**src/rtl/display_pkg.sv**
```systemverilog
// rtl/display_pkg.sv - display constants shared by the sprite blocks and the BRAM arbiter
package display_pkg;

    localparam int SPR_ADR_WIDTH   = 18;
    localparam int SPR_NUM_REQ     = 4;
    localparam int SPR_RD_LATENCY  = 2;
    localparam int SPR_MAX_WAIT    = 15;
    localparam int SPR_SHEET_WIDTH = 512;

    // Wait counters are sized for the largest allowed MAX_WAIT (255).
    localparam int WAIT_W = 8;

endpackage

```
**src/rtl/sprite_bram_arbiter_if.sv**
```systemverilog
// rtl/sprite_bram_arbiter_if.sv - requester/BRAM bundle between sprite engines and the arbiter
interface sprite_bram_arbiter_if
    import display_pkg::*;
#(
    parameter int NUM_REQ   = SPR_NUM_REQ,
    parameter int ADR_WIDTH = SPR_ADR_WIDTH
) ();

    logic                           frame_start;
    logic [NUM_REQ-1:0]             req;
    logic [NUM_REQ*ADR_WIDTH-1:0]   req_adr;
    logic [NUM_REQ-1:0]             grant;
    logic [ADR_WIDTH-1:0]           bram_adr;
    logic                           bram_dout;
    logic [NUM_REQ-1:0]             rd_valid;
    logic [NUM_REQ-1:0]             rd_data;
    logic [NUM_REQ-1:0]             starve;

    modport slave (
        input  frame_start, req, req_adr, bram_dout,
        output grant, bram_adr, rd_valid, rd_data, starve
    );

    modport master (
        output frame_start, req, req_adr, bram_dout,
        input  grant, bram_adr, rd_valid, rd_data, starve
    );

endinterface

```
**src/rtl/sprite_bram_arbiter_rr_pick.sv**
```systemverilog
// rtl/sprite_bram_arbiter_rr_pick.sv - combinational round-robin selector starting at ptr
module rr_pick #(
    parameter int NUM_REQ = 4,
    parameter int PTR_W   = 2
) (
    input  logic [NUM_REQ-1:0] eligible,
    input  logic [PTR_W-1:0]   ptr,
    output logic [NUM_REQ-1:0] winner,
    output logic [PTR_W-1:0]   win_idx,
    output logic               any_valid
);

    logic [PTR_W:0]   cand_sum;
    logic [PTR_W-1:0] cand;

    always_comb begin
        winner    = '0;
        win_idx   = '0;
        any_valid = 1'b0;
        cand_sum  = '0;
        cand      = '0;
        // Walk ptr, ptr+1, ... wrapping at NUM_REQ; the first eligible index wins.
        for (int k = 0; k < NUM_REQ; k++) begin
            cand_sum = {1'b0, ptr} + (PTR_W+1)'(k);
            if (cand_sum >= (PTR_W+1)'(NUM_REQ)) begin
                cand_sum = cand_sum - (PTR_W+1)'(NUM_REQ);
            end
            cand = cand_sum[PTR_W-1:0];
            if (!any_valid && eligible[cand]) begin
                any_valid     = 1'b1;
                winner[cand]  = 1'b1;
                win_idx       = cand;
            end
        end
    end

endmodule

```
**src/rtl/sprite_bram_arbiter.sv**
```systemverilog
// rtl/sprite_bram_arbiter.sv - round-robin arbiter sharing one sprite BRAM read port among requesters
module sprite_bram_arbiter
    import display_pkg::*;
#(
    parameter int NUM_REQ    = SPR_NUM_REQ,
    parameter int ADR_WIDTH  = SPR_ADR_WIDTH,
    parameter int RD_LATENCY = SPR_RD_LATENCY,
    parameter int MAX_WAIT   = SPR_MAX_WAIT
) (
    input  logic                  clk,
    input  logic                  reset,
    sprite_bram_arbiter_if.slave  bus
);

    localparam int PTR_W = (NUM_REQ > 1) ? $clog2(NUM_REQ) : 1;

    logic [PTR_W-1:0]     ptr;
    logic [NUM_REQ-1:0]   grant_q;
    logic [ADR_WIDTH-1:0] adr_q;
    logic [NUM_REQ-1:0]   eligible;
    logic [NUM_REQ-1:0]   win_oh;
    logic [PTR_W-1:0]     win_idx;
    logic                 win_any;
    logic [ADR_WIDTH-1:0] win_adr;

    logic [NUM_REQ-1:0]   tag_q [RD_LATENCY];
    logic [NUM_REQ-1:0]   rd_hold_q;
    logic [NUM_REQ-1:0]   rd_data_c;

    logic [WAIT_W-1:0]    wait_cnt [NUM_REQ];
    logic [WAIT_W-1:0]    wait_nxt [NUM_REQ];
    logic [NUM_REQ-1:0]   starve_set;
    logic [NUM_REQ-1:0]   starve_q;

    // A requester being granted this cycle sits out, so a held req wins at most every other cycle.
    assign eligible = bus.req & ~grant_q;

    rr_pick #(
        .NUM_REQ (NUM_REQ),
        .PTR_W   (PTR_W)
    ) u_rr_pick (
        .eligible  (eligible),
        .ptr       (ptr),
        .winner    (win_oh),
        .win_idx   (win_idx),
        .any_valid (win_any)
    );

    always_comb begin
        win_adr = '0;
        for (int i = 0; i < NUM_REQ; i++) begin
            if (win_oh[i]) begin
                win_adr = bus.req_adr[i*ADR_WIDTH +: ADR_WIDTH];
            end
        end
    end

    always_ff @(posedge clk or posedge reset) begin
        if (reset) begin
            grant_q <= '0;
            adr_q   <= '0;
            ptr     <= '0;
        end else begin
            grant_q <= win_oh;
            adr_q   <= win_adr;
            if (bus.frame_start) begin
                ptr <= '0;
            end else if (win_any) begin
                ptr <= (win_idx == PTR_W'(NUM_REQ - 1)) ? '0 : win_idx + 1'b1;
            end
        end
    end

    // Stage 0 follows the grant cycle; the last stage lines up with bram_dout for that address.
    always_ff @(posedge clk or posedge reset) begin
        if (reset) begin
            for (int k = 0; k < RD_LATENCY; k++) begin
                tag_q[k] <= '0;
            end
            rd_hold_q <= '0;
        end else begin
            tag_q[0] <= grant_q;
            for (int k = 1; k < RD_LATENCY; k++) begin
                tag_q[k] <= tag_q[k-1];
            end
            rd_hold_q <= rd_data_c;
        end
    end

    assign rd_data_c = (tag_q[RD_LATENCY-1] & {NUM_REQ{bus.bram_dout}}) |
                       (~tag_q[RD_LATENCY-1] & rd_hold_q);

    // A winning requester is served, so its counter holds rather than counting that cycle.
    always_comb begin
        starve_set = '0;
        for (int i = 0; i < NUM_REQ; i++) begin
            wait_nxt[i] = wait_cnt[i];
            if (!bus.req[i] || grant_q[i]) begin
                wait_nxt[i] = '0;
            end else if (!win_oh[i] && (wait_cnt[i] != WAIT_W'(MAX_WAIT))) begin
                wait_nxt[i] = wait_cnt[i] + 1'b1;
            end
            starve_set[i] = (wait_nxt[i] == WAIT_W'(MAX_WAIT));
        end
    end

    always_ff @(posedge clk or posedge reset) begin
        if (reset) begin
            for (int i = 0; i < NUM_REQ; i++) begin
                wait_cnt[i] <= '0;
            end
            starve_q <= '0;
        end else begin
            for (int i = 0; i < NUM_REQ; i++) begin
                wait_cnt[i] <= wait_nxt[i];
            end
            starve_q <= bus.frame_start ? '0 : (starve_q | starve_set);
        end
    end

    assign bus.grant    = grant_q;
    assign bus.bram_adr = adr_q;
    assign bus.rd_valid = tag_q[RD_LATENCY-1];
    assign bus.rd_data  = rd_data_c;
    assign bus.starve   = starve_q;

endmodule

```
**src/flat_wrapper.sv**
```systemverilog
// flat-port wrapper written by rule: the top's interface ports become plain ports
module sprite_bram_arbiter_flat import display_pkg::*;
#(
    parameter int NUM_REQ    = SPR_NUM_REQ,
    parameter int ADR_WIDTH  = SPR_ADR_WIDTH,
    parameter int RD_LATENCY = SPR_RD_LATENCY,
    parameter int MAX_WAIT   = SPR_MAX_WAIT
)
  (clk, reset, bus_frame_start, bus_req, bus_req_adr, bus_bram_dout, bus_grant, bus_bram_adr, bus_rd_valid, bus_rd_data, bus_starve);
  sprite_bram_arbiter_if #(.NUM_REQ(NUM_REQ), .ADR_WIDTH(ADR_WIDTH)) bus_i ();
  input  logic clk;
  input  logic reset;
  input wire logic [$bits(bus_i.frame_start)-1:0] bus_frame_start;
  input wire logic [$bits(bus_i.req)-1:0] bus_req;
  input wire logic [$bits(bus_i.req_adr)-1:0] bus_req_adr;
  input wire logic [$bits(bus_i.bram_dout)-1:0] bus_bram_dout;
  output wire logic [$bits(bus_i.grant)-1:0] bus_grant;
  output wire logic [$bits(bus_i.bram_adr)-1:0] bus_bram_adr;
  output wire logic [$bits(bus_i.rd_valid)-1:0] bus_rd_valid;
  output wire logic [$bits(bus_i.rd_data)-1:0] bus_rd_data;
  output wire logic [$bits(bus_i.starve)-1:0] bus_starve;
  assign bus_i.frame_start = bus_frame_start;
  assign bus_i.req = bus_req;
  assign bus_i.req_adr = bus_req_adr;
  assign bus_i.bram_dout = bus_bram_dout;
  assign bus_grant = bus_i.grant;
  assign bus_bram_adr = bus_i.bram_adr;
  assign bus_rd_valid = bus_i.rd_valid;
  assign bus_rd_data = bus_i.rd_data;
  assign bus_starve = bus_i.starve;
  sprite_bram_arbiter #(.NUM_REQ(NUM_REQ), .ADR_WIDTH(ADR_WIDTH), .RD_LATENCY(RD_LATENCY), .MAX_WAIT(MAX_WAIT)) u_core (.clk(clk), .reset(reset), .bus(bus_i));
endmodule
```
**config.mk**
```make
export PLATFORM = sky130hd
export DESIGN_NAME = sprite_bram_arbiter_flat
export DESIGN_NICKNAME = d
export VERILOG_FILES = /design/src/rtl/display_pkg.sv /design/src/rtl/sprite_bram_arbiter_if.sv /design/src/rtl/sprite_bram_arbiter_rr_pick.sv /design/src/rtl/sprite_bram_arbiter.sv /design/src/flat_wrapper.sv
export SDC_FILE = /design/constraint.sdc
export NUM_CORES = 1
export LEC_CHECK = 0
export ABC_AREA = 1
export BUFFER_PORTS_ARGS = -buffer_cell sky130_fd_sc_hd__buf_4
export CORE_UTILIZATION = 52
export CTS_CLUSTER_SIZE = 25
export DETAILED_ROUTE_END_ITERATION = 6
export HOLD_SLACK_MARGIN = 0.06
export PLACE_DENSITY = 0.77
export SLEW_MARGIN = 20
export SYNTH_ARGS = -nofsm -noshare
export SYNTH_HDL_FRONTEND = slang
export SYNTH_HIERARCHICAL = 1
export SYNTH_SLANG_ARGS = --single-unit
```
**constraint.sdc**
```tcl
create_clock -name clk -period 3.4 [get_ports clk]
set_input_delay 0.68 -clock clk [delete_from_list [all_inputs] [get_ports clk]]
set_output_delay 0.68 -clock clk [all_outputs]
set_load 0.03 [all_outputs]
```
==> results.yml <==
layout:
  instances_no_fill: 793
  antenna_cells: 0
  fin_area_sq_um: 5490
  syn_to_final_growth_pct: 27.7
  fillers: 658
  layout-drive-gt1-share_pct: 26.2
  final_nets: 776
detailed_routing:
  ant_nets: 0
  drt-pass1-iter-count: 7
  wl_mm: 11.7
  dr_total_vias: 4262
  drtIter0Drc: 287
  wl_per_cell_um: 14.8
  viasPerCell: 5.37
  drc_errors: 0
clocking:
  cts_hold_buf: 0
  worstSkewPairLatency_ns: 0.34
  cts_tree: "built"
  cts_buffers: 9
  clockBufferDepth: 2
  cts-root-buf: "clkbuf_8"
  clock_sinks: 72
  cts_max_level: 3
  post_cts_resize_count: 0
  cts_setup_buffers: 0
  clk_transition_reported_paths_ns: 0.08
global_routing:
  grt-ovfl-total: 0
  grt_pass1_wl_mm: 18.7
  antenna_found_initial: 0
  first_global_vias: 3929
  grt_max_degree: 37
  grt_usage_pct: 27.8
worst_setup_path:
  critPathLaunchType: "flip-flop"
  cpPeakStageDelay_ns: 0.42
  crit_slowest_cell: "dfrtp_1"
  cp_max_fo: 6
  rr_worst_depth: 17
  cp.buffers_inverters: 2
  reg2reg_to: "u_core/bus.starve[3]$_DFF_PP0_"
  worstSetupEndpointType: "flip-flop"
  cp_common_cell: "nand3_1"
  worstPathCellList: "nor2_2 -> inv_1 -> nand2_1 -> nand3_2 -> nand2_4 -> nor2_1 -> a21oi_1 -> nand3_1 -> inv_1 -> nand2_1 -> nor2_2 -> nand3_1 -> nand3_1 -> nand2_1 -> nor2_1 -> nand3_1 -> a21oi_1"
  crit_arrival_ns: 3.13
  r2r_slack_ns: 0.54
  r2r_start: "u_core/bus.grant[1]$_DFF_PP0_"
  crit_required_ns: 3.67
  crit_type: "flip-flop to flip-flop"
  cp-startpoint: "u_core/bus.grant[1]$_DFF_PP0_"
  cp_top_family: "simple AND/OR/NAND/NOR gates"
hold_path:
  hold_start: "u_core/tag_q[6]$_DFF_PP0_"
  holdPathEnd: "u_core/bus.rd_valid[2]$_DFF_PP0_"
  worst_hold_path.num_cells: 0
  min_path_type: "flip-flop to flip-flop"
logic_synthesis:
  ys_seq_area_share_pct: 41.9
  ys_warn_count: 6
  syn-num-nets: 654
  syn-instance-count: 564
  netlist_area_sq_um: 4300
  yosysUniqueCellTypes: 31
  syn-mean-instance-area_sq_um: 7.62
  yosysTopAreaCellShare_pct: 41.9
  ys_top_cells_by_area: "dfrtp_1, nand2_1, nand3_1"
  ys_ff_latch: 72
  synth_area_leader_cell: "dfrtp_1"
timing:
  hold_violations: 0
  worst_clock_skew_ns: 0.00858
  setup_tns_ns: 0
  drv_slew: 0
  period_needed_ns: 2.86
  rsz0062_at_grt: "no"
  setup_violations: 0
  worstMarginPinSlew_ns: 0.587
  relSlewSlack_pct: 60.8
  fin_crit_sh_pct: 84.1
  clock.fmax_ghz: 0.350
power:
  vdd_ir_drop_max_mv: 0.603
  powerDensity_nw_per_um2: 928
  power.leakage_uw: 0.00290
  power_uw: 5100
die:
  initial_core_util_pct: 54.8
  row_count: 32
  fp.dieH_um: 92.9
  die_area_sq_um: 8630
  core_sq_um: 7850
  io_pins: 114
  die_w_um: 92.9
place:
  dpl_cell_area_sq_um: 5280
  place_congestion: 0.902
  io_buffer_count: 113
  hpwlAfterDp_mm: 8.99
  dp_cells: 777
status:
  status: "finished clean"
run:
  max_cap_viol_count: 0
cells in the mapped netlist (all sizes together):
cell type / instances
mux2: 4
o31ai: 18
o21bai: 5
dfrtp: 72
buf: 14
nor3: 1
nand4: 9
o21ai: 6
clkbuf: 4
inv: 92
a21oi: 15
o21a: 2
a21boi: 4
or2: 1
a221oi: 18
nor2: 72
nand2: 124
nand3: 89
xnor2: 4
ha: 10
worst register-to-register path: stages (launching register included):
cell and delay (ns):
dfrtp_1 0.42, nor2_2 0.32, inv_1 0.08, nand2_1 0.10
nand3_2 0.16, nand2_4 0.11, nor2_1 0.10, a21oi_1 0.18
nand3_1 0.23, inv_1 0.18, nand2_1 0.08, nor2_2 0.21
nand3_1 0.11, nand3_1 0.12, nand2_1 0.07, nor2_1 0.12
nand3_1 0.10, a21oi_1 0.13
layout make-up:
class / instances / area [sq um] / share of cell area (%)
clock buffer: 11 / 151 / 2.76
clock inverter: 5 / 55.1 / 1.00
inverter: 92 / 345 / 6.29
multi-input combinational: 382 / 2040 / 37.2
sequential: 72 / 1800 / 32.8
tap: 102 / 128 / 2.32
timing repair buffer: 129 / 968 / 17.6
power breakdown:
part	leakage, uW	switching, uW	internal [uW]	total, uW
clock network	0.000101	318	376	694
registers	0.000946	171	1140	1310
logic	0.00186	1950	1140	3090
placed cells by master, fill, tap and decap left out:
master and instances:
nand3_1 84, nor3_1 1, nand3_4 1, nand2_2 9, bufinv_16 1, o21a_1 2
ha_1 10, a21oi_2 1, nand4_1 9, o31ai_1 18, a21oi_1 14, inv_1 87
nand3_2 4, o21ai_0 6, o21bai_1 5, nor2_4 3, nor2_2 7, clkbuf_8 11
inv_2 5, xnor2_1 4, clkinvlp_4 2, dfrtp_1 72, nand2_1 114, buf_4 129
nand2_4 1, clkinv_2 2, a221oi_1 18, mux2_2 4, a21boi_0 4, or2_2 1
nor2_1 62
stage by stage:
stage	hold slack (ns)	utilization, %	worst slack (ns)
after floorplan	0.331	-	0.636
after global placement	0.333	67.3	0.312
after detailed placement	0.335	67.3	0.293
after CTS	0.353	70.0	0.610
after global routing	0.357	70.0	0.284
final	0.351	70.0	0.540
layer usage:
layer | share of wire, % | vias to the layer above | global-route usage [%]
li1 | - | 2079 | -
met1 | 42 | 1983 | 35.6
met2 | 50 | 184 | 47.7
met3 | 6.3 | 16 | 3.94
met4 | 1.9 | 0 | 10.0
met5 | 0 | - | 0
kinds of logic (layout without fill, tap and decap cells):
family          count (synthesis)  count (layout)  share of synthesized area, %
xor+xnor                        4               4                         0.815
fa+ha+maj                      10              10                          2.91
mux                             4               4                          1.05
buf+inv                       110             237                          10.6
compound gates                 68              68                          11.3
flops                          72              72                          41.9
simple gates                  296             296                          31.4
sequential cells by signal, indices dropped and copies added (netlist names):
signal / flops
u_core/wait_cnt: 32
u_core/bus.bram_adr: 18
u_core/bus.grant: 4
u_core/bus.rd_valid: 4
u_core/bus.starve: 4
u_core/rd_hold_q: 4
u_core/tag_q: 4
u_core/ptr: 2
how the worst max path moves through the flow:
stage | to | depth (start not counted)
final | u_core/bus.starve[3]$_DFF_PP0_ | 17
after global routing | u_core/bus.starve[2]$_DFF_PP0_ | 17
after CTS | u_core/bus.starve[3]$_DFF_PP0_ | 17
after detailed placement | u_core/bus.starve[3]$_DFF_PP0_ | 19
after global placement | u_core/bus.starve[3]$_DFF_PP0_ | 19
after floorplan | u_core/bus.starve[1]$_DFF_PP0_ | 19
(Power assumes the default switching activity.)
